`config.mk`:
```
export PLATFORM = sky130hd
export DESIGN_NAME = cfg_sequencer_flat
export DESIGN_NICKNAME = d
export VERILOG_FILES = /design/src/rtl/cfg_pkg.sv /design/src/rtl/cfg_sequencer_if.sv /design/src/rtl/cfg_pause_timer.sv /design/src/rtl/cfg_sequencer.sv /design/src/flat_wrapper.sv
export SDC_FILE = /design/constraint.sdc
export NUM_CORES = 1
export LEC_CHECK = 0
export ABC_AREA = 1
export BUFFER_PORTS_ARGS = -buffer_cell sky130_fd_sc_hd__buf_2
export CAP_MARGIN = 20
export CORE_MARGIN = 2
export CORE_UTILIZATION = 58
export DETAILED_ROUTE_END_ITERATION = 16
export PLACE_DENSITY = 0.81
export REMOVE_ABC_BUFFERS = 1
export SKIP_LAST_GASP = 1
export SYNTH_ARGS = -nofsm -noshare
export SYNTH_HDL_FRONTEND = slang
export SYNTH_SLANG_ARGS = --single-unit
```
`constraint.sdc`:
```
create_clock -name clk -period 2.6 [get_ports clk]
set_input_delay 0 -clock clk [delete_from_list [all_inputs] [get_ports clk]]
set_output_delay 0 -clock clk [all_outputs]
set_load 0.1 [all_outputs]
```
`src/rtl/cfg_pkg.sv`:
```
// Shared constants and FSM state type for the Si5340 configuration loader.
package cfg_pkg;

  localparam int MEM_WIDTH   = 24;
  localparam int DATA_WIDTH  = 8;
  localparam int WORD_NUMBER = 326;
  localparam logic [6:0] SLAVE_ADDR = 7'h74;
  localparam int CLK_FREQ    = 125_000_000;

  // 300 ms settle time after the preamble, in whole clock cycles
  localparam int PAUSE_CYCLES = CLK_FREQ / 1000 * 300;
  localparam int PAUSE_WORD   = 3;

  typedef enum logic [2:0] {
    S_IDLE,
    S_FETCH,
    S_LOAD,
    S_SEND,
    S_PAUSE,
    S_DONE,
    S_ERROR
  } seq_state_t;

endpackage

```
`src/rtl/cfg_sequencer_if.sv`:
```
// Byte channel between the configuration sequencer and the I2C byte master.
interface cfg_sequencer_if #(
  parameter int DATA_WIDTH = cfg_pkg::DATA_WIDTH
);
  logic [DATA_WIDTH-1:0] data;
  logic                  valid;
  logic                  ready;
  logic                  start;
  logic                  last;
  logic                  err;

  modport master (output data, valid, start, last, input ready, err);
  modport slave  (input data, valid, start, last, output ready, err);
endinterface

```
`src/rtl/cfg_pause_timer.sv`:
```
// Loadable down-counter; expired is high on the enabled cycle where the count is zero.
module cfg_pause_timer #(
  parameter int WIDTH = 8
) (
  input  logic             clk,
  input  logic             rst,
  input  logic             load,
  input  logic [WIDTH-1:0] load_value,
  input  logic             en,
  output logic             expired
);

  logic [WIDTH-1:0] count;

  always_ff @(posedge clk) begin
    if (rst) begin
      count <= '0;
    end else if (load) begin
      count <= load_value;
    end else if (en && (count != '0)) begin
      count <= count - 1'b1;
    end
  end

  assign expired = en && (count == '0);

endmodule

```
`src/rtl/cfg_sequencer.sv`:
```
// Walks the configuration ROM and hands each word to the I2C master as one
// MSB-first write transaction, with a settle pause after the preamble words.
//
// state   | meaning
// IDLE    | waiting for start after reset
// FETCH   | ROM address presented, waiting out the read latency
// LOAD    | ROM word captured into the byte shift register
// SEND    | bytes offered to the I2C master, one per handshake
// PAUSE   | settle delay after the preamble
// DONE    | every word sent; restartable
// ERROR   | aborted on a master error; rom_addr holds the failing word
module cfg_sequencer #(
  parameter int MEM_WIDTH    = cfg_pkg::MEM_WIDTH,
  parameter int DATA_WIDTH   = cfg_pkg::DATA_WIDTH,
  parameter int WORD_NUMBER  = cfg_pkg::WORD_NUMBER,
  parameter int PAUSE_WORD   = cfg_pkg::PAUSE_WORD,
  parameter int PAUSE_CYCLES = cfg_pkg::PAUSE_CYCLES
) (
  input  logic                           clk,
  input  logic                           rst,
  input  logic                           start,
  output logic [$clog2(WORD_NUMBER)-1:0] rom_addr,
  input  logic [MEM_WIDTH-1:0]           rom_data,
  cfg_sequencer_if.master                bus,
  output logic                           busy,
  output logic                           done,
  output logic                           err
);
  import cfg_pkg::*;

  localparam int AW    = $clog2(WORD_NUMBER);
  localparam int PW    = $clog2(PAUSE_CYCLES + 1);
  localparam int BYTES = MEM_WIDTH / DATA_WIDTH;
  localparam int BW    = $clog2(BYTES);
  localparam logic [AW-1:0] LAST_WORD  = AW'(WORD_NUMBER - 1);
  localparam logic [BW-1:0] LAST_BYTE  = BW'(BYTES - 1);
  localparam logic [PW-1:0] PAUSE_LOAD = PW'(PAUSE_CYCLES - 1);

  seq_state_t state, state_nxt;

  logic [MEM_WIDTH-1:0] shift;
  logic [BW-1:0]        byte_cnt;
  logic [AW-1:0]        word_cnt;
  logic                 in_flight;
  logic                 last_hs;
  logic                 pause_here;
  logic                 pause_load;
  logic                 pause_en;
  logic                 pause_done;
  logic                 restart;
  logic                 word_adv;
  logic                 byte_adv;
  logic                 word_load;

  assign in_flight  = (state == S_FETCH) || (state == S_LOAD) ||
                      (state == S_SEND)  || (state == S_PAUSE);
  assign last_hs    = (state == S_SEND) && bus.ready && (byte_cnt == LAST_BYTE);
  // PAUSE_WORD of zero never matches, which disables the pause entirely
  assign pause_here = (int'(word_cnt) + 1) == PAUSE_WORD;

  always_ff @(posedge clk) begin
    if (rst) begin
      state <= S_IDLE;
    end else begin
      state <= state_nxt;
    end
  end

  always_comb begin
    state_nxt = state;
    unique case (state)
      S_IDLE, S_DONE, S_ERROR: if (start) state_nxt = S_FETCH;
      S_FETCH:                 state_nxt = S_LOAD;
      S_LOAD:                  state_nxt = S_SEND;
      S_SEND: begin
        if (last_hs) begin
          if (word_cnt == LAST_WORD) state_nxt = S_DONE;
          else if (pause_here)       state_nxt = S_PAUSE;
          else                       state_nxt = S_FETCH;
        end
      end
      S_PAUSE:                 if (pause_done) state_nxt = S_FETCH;
      default:                 state_nxt = S_IDLE;
    endcase
    // a master error overrides whatever the load was about to do
    if (in_flight && bus.err) state_nxt = S_ERROR;
  end

  always_comb begin
    bus.valid = (state == S_SEND);
    bus.data  = shift[MEM_WIDTH-1 -: DATA_WIDTH];
    bus.start = (state == S_SEND) && (byte_cnt == '0);
    bus.last  = (state == S_SEND) && (byte_cnt == LAST_BYTE);
    busy      = in_flight;
    done      = (state == S_DONE);
    err       = (state == S_ERROR);
  end

  assign restart    = !in_flight && (state_nxt == S_FETCH);
  assign word_adv   = ((state == S_SEND) || (state == S_PAUSE)) && (state_nxt == S_FETCH);
  assign word_load  = (state == S_LOAD) && (state_nxt == S_SEND);
  assign byte_adv   = (state == S_SEND) && (state_nxt == S_SEND) && bus.ready &&
                      (byte_cnt != LAST_BYTE);
  assign pause_load = (state == S_SEND) && (state_nxt == S_PAUSE);
  assign pause_en   = (state == S_PAUSE);

  always_ff @(posedge clk) begin
    if (rst) begin
      shift    <= '0;
      byte_cnt <= '0;
      word_cnt <= '0;
    end else begin
      if (restart) begin
        word_cnt <= '0;
      end else if (word_adv) begin
        word_cnt <= word_cnt + 1'b1;
      end
      if (word_load) begin
        shift    <= rom_data;
        byte_cnt <= '0;
      end else if (byte_adv) begin
        shift    <= shift << DATA_WIDTH;
        byte_cnt <= byte_cnt + 1'b1;
      end
    end
  end

  assign rom_addr = word_cnt;

  cfg_pause_timer #(
    .WIDTH (PW)
  ) u_pause (
    .clk        (clk),
    .rst        (rst),
    .load       (pause_load),
    .load_value (PAUSE_LOAD),
    .en         (pause_en),
    .expired    (pause_done)
  );

endmodule
```
`src/flat_wrapper.sv`:
```
// flat-port wrapper written by rule: the top's interface ports become plain ports
module cfg_sequencer_flat import cfg_pkg::*;
#(
  parameter int MEM_WIDTH    = cfg_pkg::MEM_WIDTH,
  parameter int DATA_WIDTH   = cfg_pkg::DATA_WIDTH,
  parameter int WORD_NUMBER  = cfg_pkg::WORD_NUMBER,
  parameter int PAUSE_WORD   = cfg_pkg::PAUSE_WORD,
  parameter int PAUSE_CYCLES = cfg_pkg::PAUSE_CYCLES
)
  (clk, rst, start, rom_addr, rom_data, busy, done, err, bus_data, bus_valid, bus_start, bus_last, bus_ready, bus_err);
  cfg_sequencer_if #(.DATA_WIDTH(DATA_WIDTH)) bus_i ();
  input  logic clk;
  input  logic rst;
  input  logic start;
  output logic [$clog2(WORD_NUMBER)-1:0] rom_addr;
  input  logic [MEM_WIDTH-1:0] rom_data;
  output logic busy;
  output logic done;
  output logic err;
  output wire logic [$bits(bus_i.data)-1:0] bus_data;
  output wire logic [$bits(bus_i.valid)-1:0] bus_valid;
  output wire logic [$bits(bus_i.start)-1:0] bus_start;
  output wire logic [$bits(bus_i.last)-1:0] bus_last;
  input wire logic [$bits(bus_i.ready)-1:0] bus_ready;
  input wire logic [$bits(bus_i.err)-1:0] bus_err;
  assign bus_data = bus_i.data;
  assign bus_valid = bus_i.valid;
  assign bus_start = bus_i.start;
  assign bus_last = bus_i.last;
  assign bus_i.ready = bus_ready;
  assign bus_i.err = bus_err;
  cfg_sequencer #(.MEM_WIDTH(MEM_WIDTH), .DATA_WIDTH(DATA_WIDTH), .WORD_NUMBER(WORD_NUMBER), .PAUSE_WORD(PAUSE_WORD), .PAUSE_CYCLES(PAUSE_CYCLES)) u_core (.clk(clk), .rst(rst), .start(start), .rom_addr(rom_addr), .rom_data(rom_data), .bus(bus_i), .busy(busy), .done(done), .err(err));
endmodule
```
Word-level counts from Yosys, hierarchy flattened --
Cells that the tools add are included.
Storage, ports and cells: register bits after elaboration 64, input port bits 29, output and inout port bits 23, logic and storage cells 63
Cells by class: add/sub/neg operators 4, equality and inequality tests 13, muxes and demuxes 11, reduce and logical (&&, ||, !) cells 29
Operators by type and width (count):
- two-way mux 26 bit | 2
- two-way mux 24 bit | 2
- equality test 32 x 3 -> 1 bit (second input constant) | 1
- logical NOT 26 bit | 1
- nonzero test 26 bit | 1
- subtractor 26 x 1 -> 26 bit (second input constant) | 1
- two-way mux 3 bit | 6
- one-hot mux 3 bit (5 select lines) | 1
- logical AND 1 bit | 14
- equality test 3 bit (second input constant) | 4
- adder 9 x 1 -> 10 bit (second input constant) | 1
- adder 9 x 1 -> 9 bit (second input constant) | 1
- equality test 3 x 2 -> 1 bit (second input constant) | 3
- equality test 9 bit (second input constant) | 1
- equality test 3 x 1 -> 1 bit (second input constant) | 2
- OR reduction 2 bit | 3
- logical OR 1 bit | 4
- nonzero test 2 bit | 2
- logical NOT 3 bit | 1
- OR reduction 3 bit | 1
- adder 2 x 1 -> 2 bit (second input constant) | 1
- equality test 2 bit (second input constant) | 1
- logical NOT 2 bit | 1
- != test 2 bit (second input constant) | 1
- logical NOT 1 bit | 1

Logic depth before layout (Yosys ltp) --
depth after elaboration 13, depth in mapped cells 19, gate-level depth less buffers 18

By module --
A second synthesis with hierarchy kept.
Second synthesis, totals: cells, all modules 726, area total of the unflattened synthesis 4578.1 µm²
Modules (own cells, without submodules):
- cfg_sequencer | instances 1, cells each 367, area an instance 2537.4 µm², sequential area each 760.7 µm²
- cfg_pause_timer | instances 1, cells each 359, area an instance 2040.7 µm², sequential area each 520.5 µm²

Worst setup path after synthesis --
No wires, ideal clock.
kind reg2reg, from register u_core.state[1], to register u_core.u_pause.count[9], library setup time 0.119 ns, data arrival time 3.488 ns, required time 2.481 ns, setup slack -1.007 ns, cell stages (with the launch flop) 15, path buffers 1, period minus slack after synthesis 3.607 ns, path through dfxtp_1 -> inv_2 -> nor3_4 -> inv_2 -> nor2_2 -> nand2_1 -> nor2_1 -> nand2_1 -> nand2_2 -> nand2_2 -> nand2_2 -> nand3_2 -> nand2_1 -> buf_2 -> nor3b_1
On the way: word-level cells in the longest chain between the ends 9, elaborated cells between the ends (all ways) 24, classes of those cells eq/ne (7); mux (5); reduce/logical (12)
Ends and longest elaborated chain:
- from (decl) | RTL line cfg_sequencer.sv:39 | seq_state_t state, state_nxt;
- from (signal assigned) | RTL line cfg_sequencer.sv:65 | state <= state_nxt;
- equality test 3 x 2 -> 1 bit *
- net bus_valid | RTL line flat_wrapper.sv:21 | output wire logic [$bits(bus_i.valid)-1:0] bus_valid;
- logical AND 1 bit (2 in series) | RTL line cfg_sequencer.sv:57 | assign last_hs = (state == S_SEND) && bus.ready && (byte_cnt == LAST_BYTE);
- two-way mux 3 bit | RTL line cfg_sequencer.sv:76 | if (last_hs) begin
- one-hot mux 3 bit (5 select lines) | RTL line cfg_sequencer.sv:71 | unique case (state)
- two-way mux 3 bit | RTL line cfg_sequencer.sv:86 | if (in_flight && bus.err) state_nxt = S_ERROR;
- equality test 3 bit | RTL line cfg_sequencer.sv:104 | assign pause_load = (state == S_SEND) && (state_nxt == S_PAUSE);
- logical AND 1 bit * | RTL line cfg_sequencer.sv:104
- OR reduction 2 bit (no source line) *
- to (signal assigned) | RTL line cfg_pause_timer.sv:19 | count <= load_value;
- to (signal assigned) | RTL line cfg_pause_timer.sv:21 | count <= count - 1'b1;
- to (decl) | RTL line cfg_pause_timer.sv:13 | logic [WIDTH-1:0] count;
Mark *: on every way through the listed nets, which the timed path passes. The rest lies on a longest branch. A chain may end at the register's enable or synchronous reset.

Worst setup path in the final report --
from register u_core.state[2], to register u_core.shift[0]
On the way: word-level cells in the longest chain between the ends 11, elaborated cells between the ends (all ways) 27, classes of those cells eq/ne (7); mux (6); reduce/logical (14)
Ends and longest elaborated chain:
- equality test 3 x 2 -> 1 bit (tied with other cells)
- logical AND 1 bit / logical OR 1 bit (equally long branches) (2 in series) | RTL line cfg_sequencer.sv:57, cfg_sequencer.sv:55
- two-way mux 3 bit / logical OR 1 bit (equally long branches) | RTL line cfg_sequencer.sv:76, cfg_sequencer.sv:56
- one-hot mux 3 bit (5 select lines) / logical AND 1 bit (equally long branches) | RTL line cfg_sequencer.sv:71, cfg_sequencer.sv:86
- two-way mux 3 bit | RTL line cfg_sequencer.sv:86
- equality test 3 x 2 -> 1 bit | RTL line cfg_sequencer.sv:101, cfg_sequencer.sv:102
- logical AND 1 bit (3 in series) | RTL line cfg_sequencer.sv:102 | assign byte_adv = (state == S_SEND) && (state_nxt == S_SEND) && bus.ready &&
- nonzero test 2 bit (no source line)
- to (signal assigned) | RTL line cfg_sequencer.sv:119 | shift <= rom_data;
- to (signal assigned) | RTL line cfg_sequencer.sv:122 | shift <= shift << DATA_WIDTH;
- to (decl) | RTL line cfg_sequencer.sv:41 | logic [MEM_WIDTH-1:0] shift;
Parallel ways exist; a longest one is shown, timed or not.

==> reports/summary.md <==
The longest clock path from root to sink contains 2 buffers. The setup path with the least slack is of type flop to flop. The critical path starts at u_core.state[2]$_SDFF_PP0_.

The total grt overflow is 0, and the average via count per standard cell is 5.48. The final antenna-violating net count is 0, and the number of antenna cells inserted is 0. Of the cells placed in the final design, the portion with a size suffix greater than 1 is 18.1%. In this run the clock root is driven by a clkbuf_8. The setup total negative slack is 0 ns, and the final critical-path share of the clock period is 93.6%. In the final design database the tool counted 678 nets.

At the end of routability-driven placement, the weighted congestion stood at 0.947. The maximum achievable frequency is 411 MHz, and the peak supply drop is 1.42 mV. The endpoint identified for the worst register-to-register timing path is u_core.shift[0]$_SDFFE_PP0P_. In the post-synthesis netlist, the biggest area contributors are dfxtp_1, nand2_1, nor2_1, nand3_1, inv_1. TritonCTS built the clock tree. The initial antenna violation count came out at 0. STA puts the critical path data required time at 2.86 ns. Synthesis handed over a netlist of 573 instances. For the floorplan die area, the log shows 7070 um2. Worst flop-to-flop path startpoint: u_core.state[2]$_SDFF_PP0_. The logs give 509 for the filler cell count and 3965 for the count of vias placed by the detailed router. The leading register cell type out of synthesis is dfxtp_1. Setup violations remaining at the end of the flow were counted as 0.

The most critical setup path has its endpoint at u_core.shift[0]$_SDFFE_PP0P_. In the routed design, unresolved DRC markers number 0. The via count of the first global-routing pass is 3562. The type of the most critical hold path is primary input to flop.

The register clock-pin slew on the reported worst setup and hold paths was 0.06 ns. Clock tree synthesis inserted a total of 9 buffers. Number of distinct library cells after synthesis: 37. The run gives 40 as the pin count of the biggest net entering global routing. The tools report the arrival time at the worst endpoint as 2.69 ns. The analysis attributes to cell leakage a power of 2.06 nW. The die is 84.1 um wide.

After synthesis, the mean cell area works out to 6.49 um2. The synthesized design spends more area on one cell type than any other, namely dfxtp_1. In this run the register-to-register setup slack is 0.17 ns. The worst hold path passes through 5 cells. The floorplan has 29 rows. The flow ran to the end, and the final reports show no timing, DRC or antenna violations. In the synthesized netlist the async set-or-reset flop fraction comes to 0%. For the final wirelength, the log shows 9450 um. By count the netlist is led by nand2_1, nor2_1, inv_1. The number of synthesized flops with an enable pin came out at 0. Global-route usage over all layers: 26.6%. Setup repair after global routing could not meet its margin everywhere. The number of I/O port buffers is 51, and the y dimension of the die is 84.1 um. The final cell utilization of the core came out at 70.8%. The type of origin of the critical path was a flop. The run gives 0 as the count of final hold-check violations. Most repeated cell in the gate-level netlist after synthesis: nand2_1.

The cell area that synthesis handed to floorplanning was 3720 um2. For the finished layout, the period the worst path requires is 2.43 ns. The path depth of the worst reg2reg path is 12, and the slew at the pin closest to its max-slew limit is 0.507 ns. For the final database, setup skew stands at 0.0121 ns. The first global-routing pass estimated 15600 um of wire. The number of I/O pins came out at 52. The total of flip-flops plus latches after synthesis is 64, and the number of clock sinks seen by CTS is 64. The logs give 6 for the number of iterations in the first detailed-routing pass and 0 for the number of slew-limit violations in the final report. The worst pin sits at a relative slew slack of 66.4%. The tools report the H-tree depth as 3. In this run, the number of DRC markers left after iteration 0 of detailed routing was 330. The worst setup path is captured at a flop. The post-detailed-placement half-perimeter wirelength is 6160 um.

Power density over cell area: 1240 nW/um2. Dividing the detail-routed wire length by the instance count gives 13.1 um. The Yosys step of the flow raised 0 warnings. After floorplanning, the core was sized to cover 6280 um2.

At the later pin of the worst-skew pair, clock insertion delay measures 0.34 ns. The starting utilization of the core area is 59.3%. For this run, the register share of the synthesized area comes to 34.4%. In this run the biggest area consumer among cell types represents 34.4% of the synthesized area. The relative area change from synthesis to final layout is 19.4%, and the number of violations of the max-capacitance limit is 0. The maximum fanout along the worst path was 18.
==> per-stage QoR <==
step	cell area, um2	instances	hold slack, ns	total power, mW	setup WS, ns
after floorplan	3580	548	0.0691	3.74	-1.41
after global placement	4000	686	0.257	4.35	0.217
after detailed placement	4000	686	0.267	4.42	0.145
after CTS	4360	718	0.00106	5.31	0.108
after global routing	4440	723	0.0365	5.97	-0.0416
final	4440	723	0.00297	5.51	0.167
==> critical path, stage by stage (launching register included) <==
cell	delay (ns)
dfxtp_1	0.46
inv_2	0.10
nor3_2	0.25
nor2_1	0.15
inv_2	0.07
nand2_1	0.13
nand2_1	0.15
buf_4	0.24
nand4_1	0.21
buf_4	0.24
inv_2	0.13
nand2_1	0.08
a21oi_1	0.14
==> layout by cell type (no fill, tap or decap), types with 2 or more instances in the layout <==
| cell | n |
|---|---|
| dlygate4sd3_1 | 17 |
| ha_1 | 6 |
| nor3_1 | 8 |
| inv_1 | 65 |
| o21ai_0 | 5 |
| dfxtp_1 | 64 |
| a21oi_1 | 29 |
| nor3b_1 | 2 |
| nor2_2 | 2 |
| nor2_1 | 110 |
| nand4_1 | 27 |
| nand2_2 | 6 |
| nand3_1 | 57 |
| clkbuf_8 | 10 |
| nand2_4 | 2 |
| o21bai_1 | 2 |
| buf_12 | 2 |
| buf_4 | 13 |
| a21oi_2 | 8 |
| buf_2 | 51 |
| inv_2 | 8 |
| xnor2_1 | 4 |
| clkinv_2 | 3 |
| nor3_2 | 2 |
| nor4_1 | 3 |
| or2_2 | 3 |
| nand2_1 | 113 |
| xor2_1 | 6 |
| a31oi_1 | 5 |
==> logic make-up (layout without fill, tap and decap cells) <==
| kind of cell | after synthesis | in the layout | synth area share, % |
|---|---|---|---|
| buffers and inverters | 98 | 171 | 11.2 |
| xor gates and xnor gates | 10 | 10 | 2.35 |
| AOI/OAI and AO/OA | 53 | 53 | 8.61 |
| and+or+nand+nor | 341 | 341 | 41.0 |
| DFF | 64 | 64 | 34.4 |
| adders and majority gates | 7 | 7 | 2.35 |
==> report_power, final <==
group	internal [mW]	leakage, nW	switching [mW]
clock network	0.459	0.0989	0.368
registers	1.22	0.518	0.203
logic	1.01	1.44	2.25
==> registers in the layout, summed over array words and instances, names as in the netlist <==
name	cells
u_core.rom_addr	9
u_core.byte_cnt	2
u_core.u_pause.count	26
u_core.state	3
u_core.shift	24
==> final cells by class <==
| type | count | area, um2 | area share [%] |
|---|---|---|---|
| Clock buffer | 11 | 141 | 3.18 |
| Clock inverter | 4 | 45.0 | 1.01 |
| Inverter | 73 | 274 | 6.17 |
| Multi-Input combinational cell | 411 | 2040 | 45.9 |
| Sequential cell | 64 | 1280 | 28.8 |
| Tap cell | 77 | 96.3 | 2.17 |
| Timing Repair Buffer | 83 | 563 | 12.7 |
==> routing by layer <==
layer | GRT usage, % | wire (um) | vias up
li1 | - | - | 1978
met2 | 44.1 | 4560 | 151
met3 | 3.76 | 549 | 28
met1 | 34.0 | 4100 | 1808
met4 | 12.5 | 242 | 0
met5 | 0 | 0 | -
==> worst min path at each step <==
stage | endpoint | from | slack [ns]
5_1_grt | u_core.shift[20]$_SDFFE_PP0P_ | rom_data[20] | 0.04
3_5_place_dp | u_core.shift[6]$_SDFFE_PP0P_ | rom_data[6] | 0.27
6_report | u_core.shift[17]$_SDFFE_PP0P_ | rom_data[17] | 0.003
2_1_floorplan | u_core.shift[0]$_SDFFE_PP0P_ | rst | 0.07
3_3_place_gp | u_core.shift[6]$_SDFFE_PP0P_ | rom_data[6] | 0.26
4_1_cts | u_core.shift[20]$_SDFFE_PP0P_ | rom_data[20] | 0.001
==> timing repair <==
action | in CTS | in global routing
setup endpoints to repair | 0 | 37
hold endpoints to repair | 17 | 0
hold buffers | 17 | 0
buffers inserted | 0 | 5
gates resized for setup | 0 | 5
(Power assumes the default switching activity.)
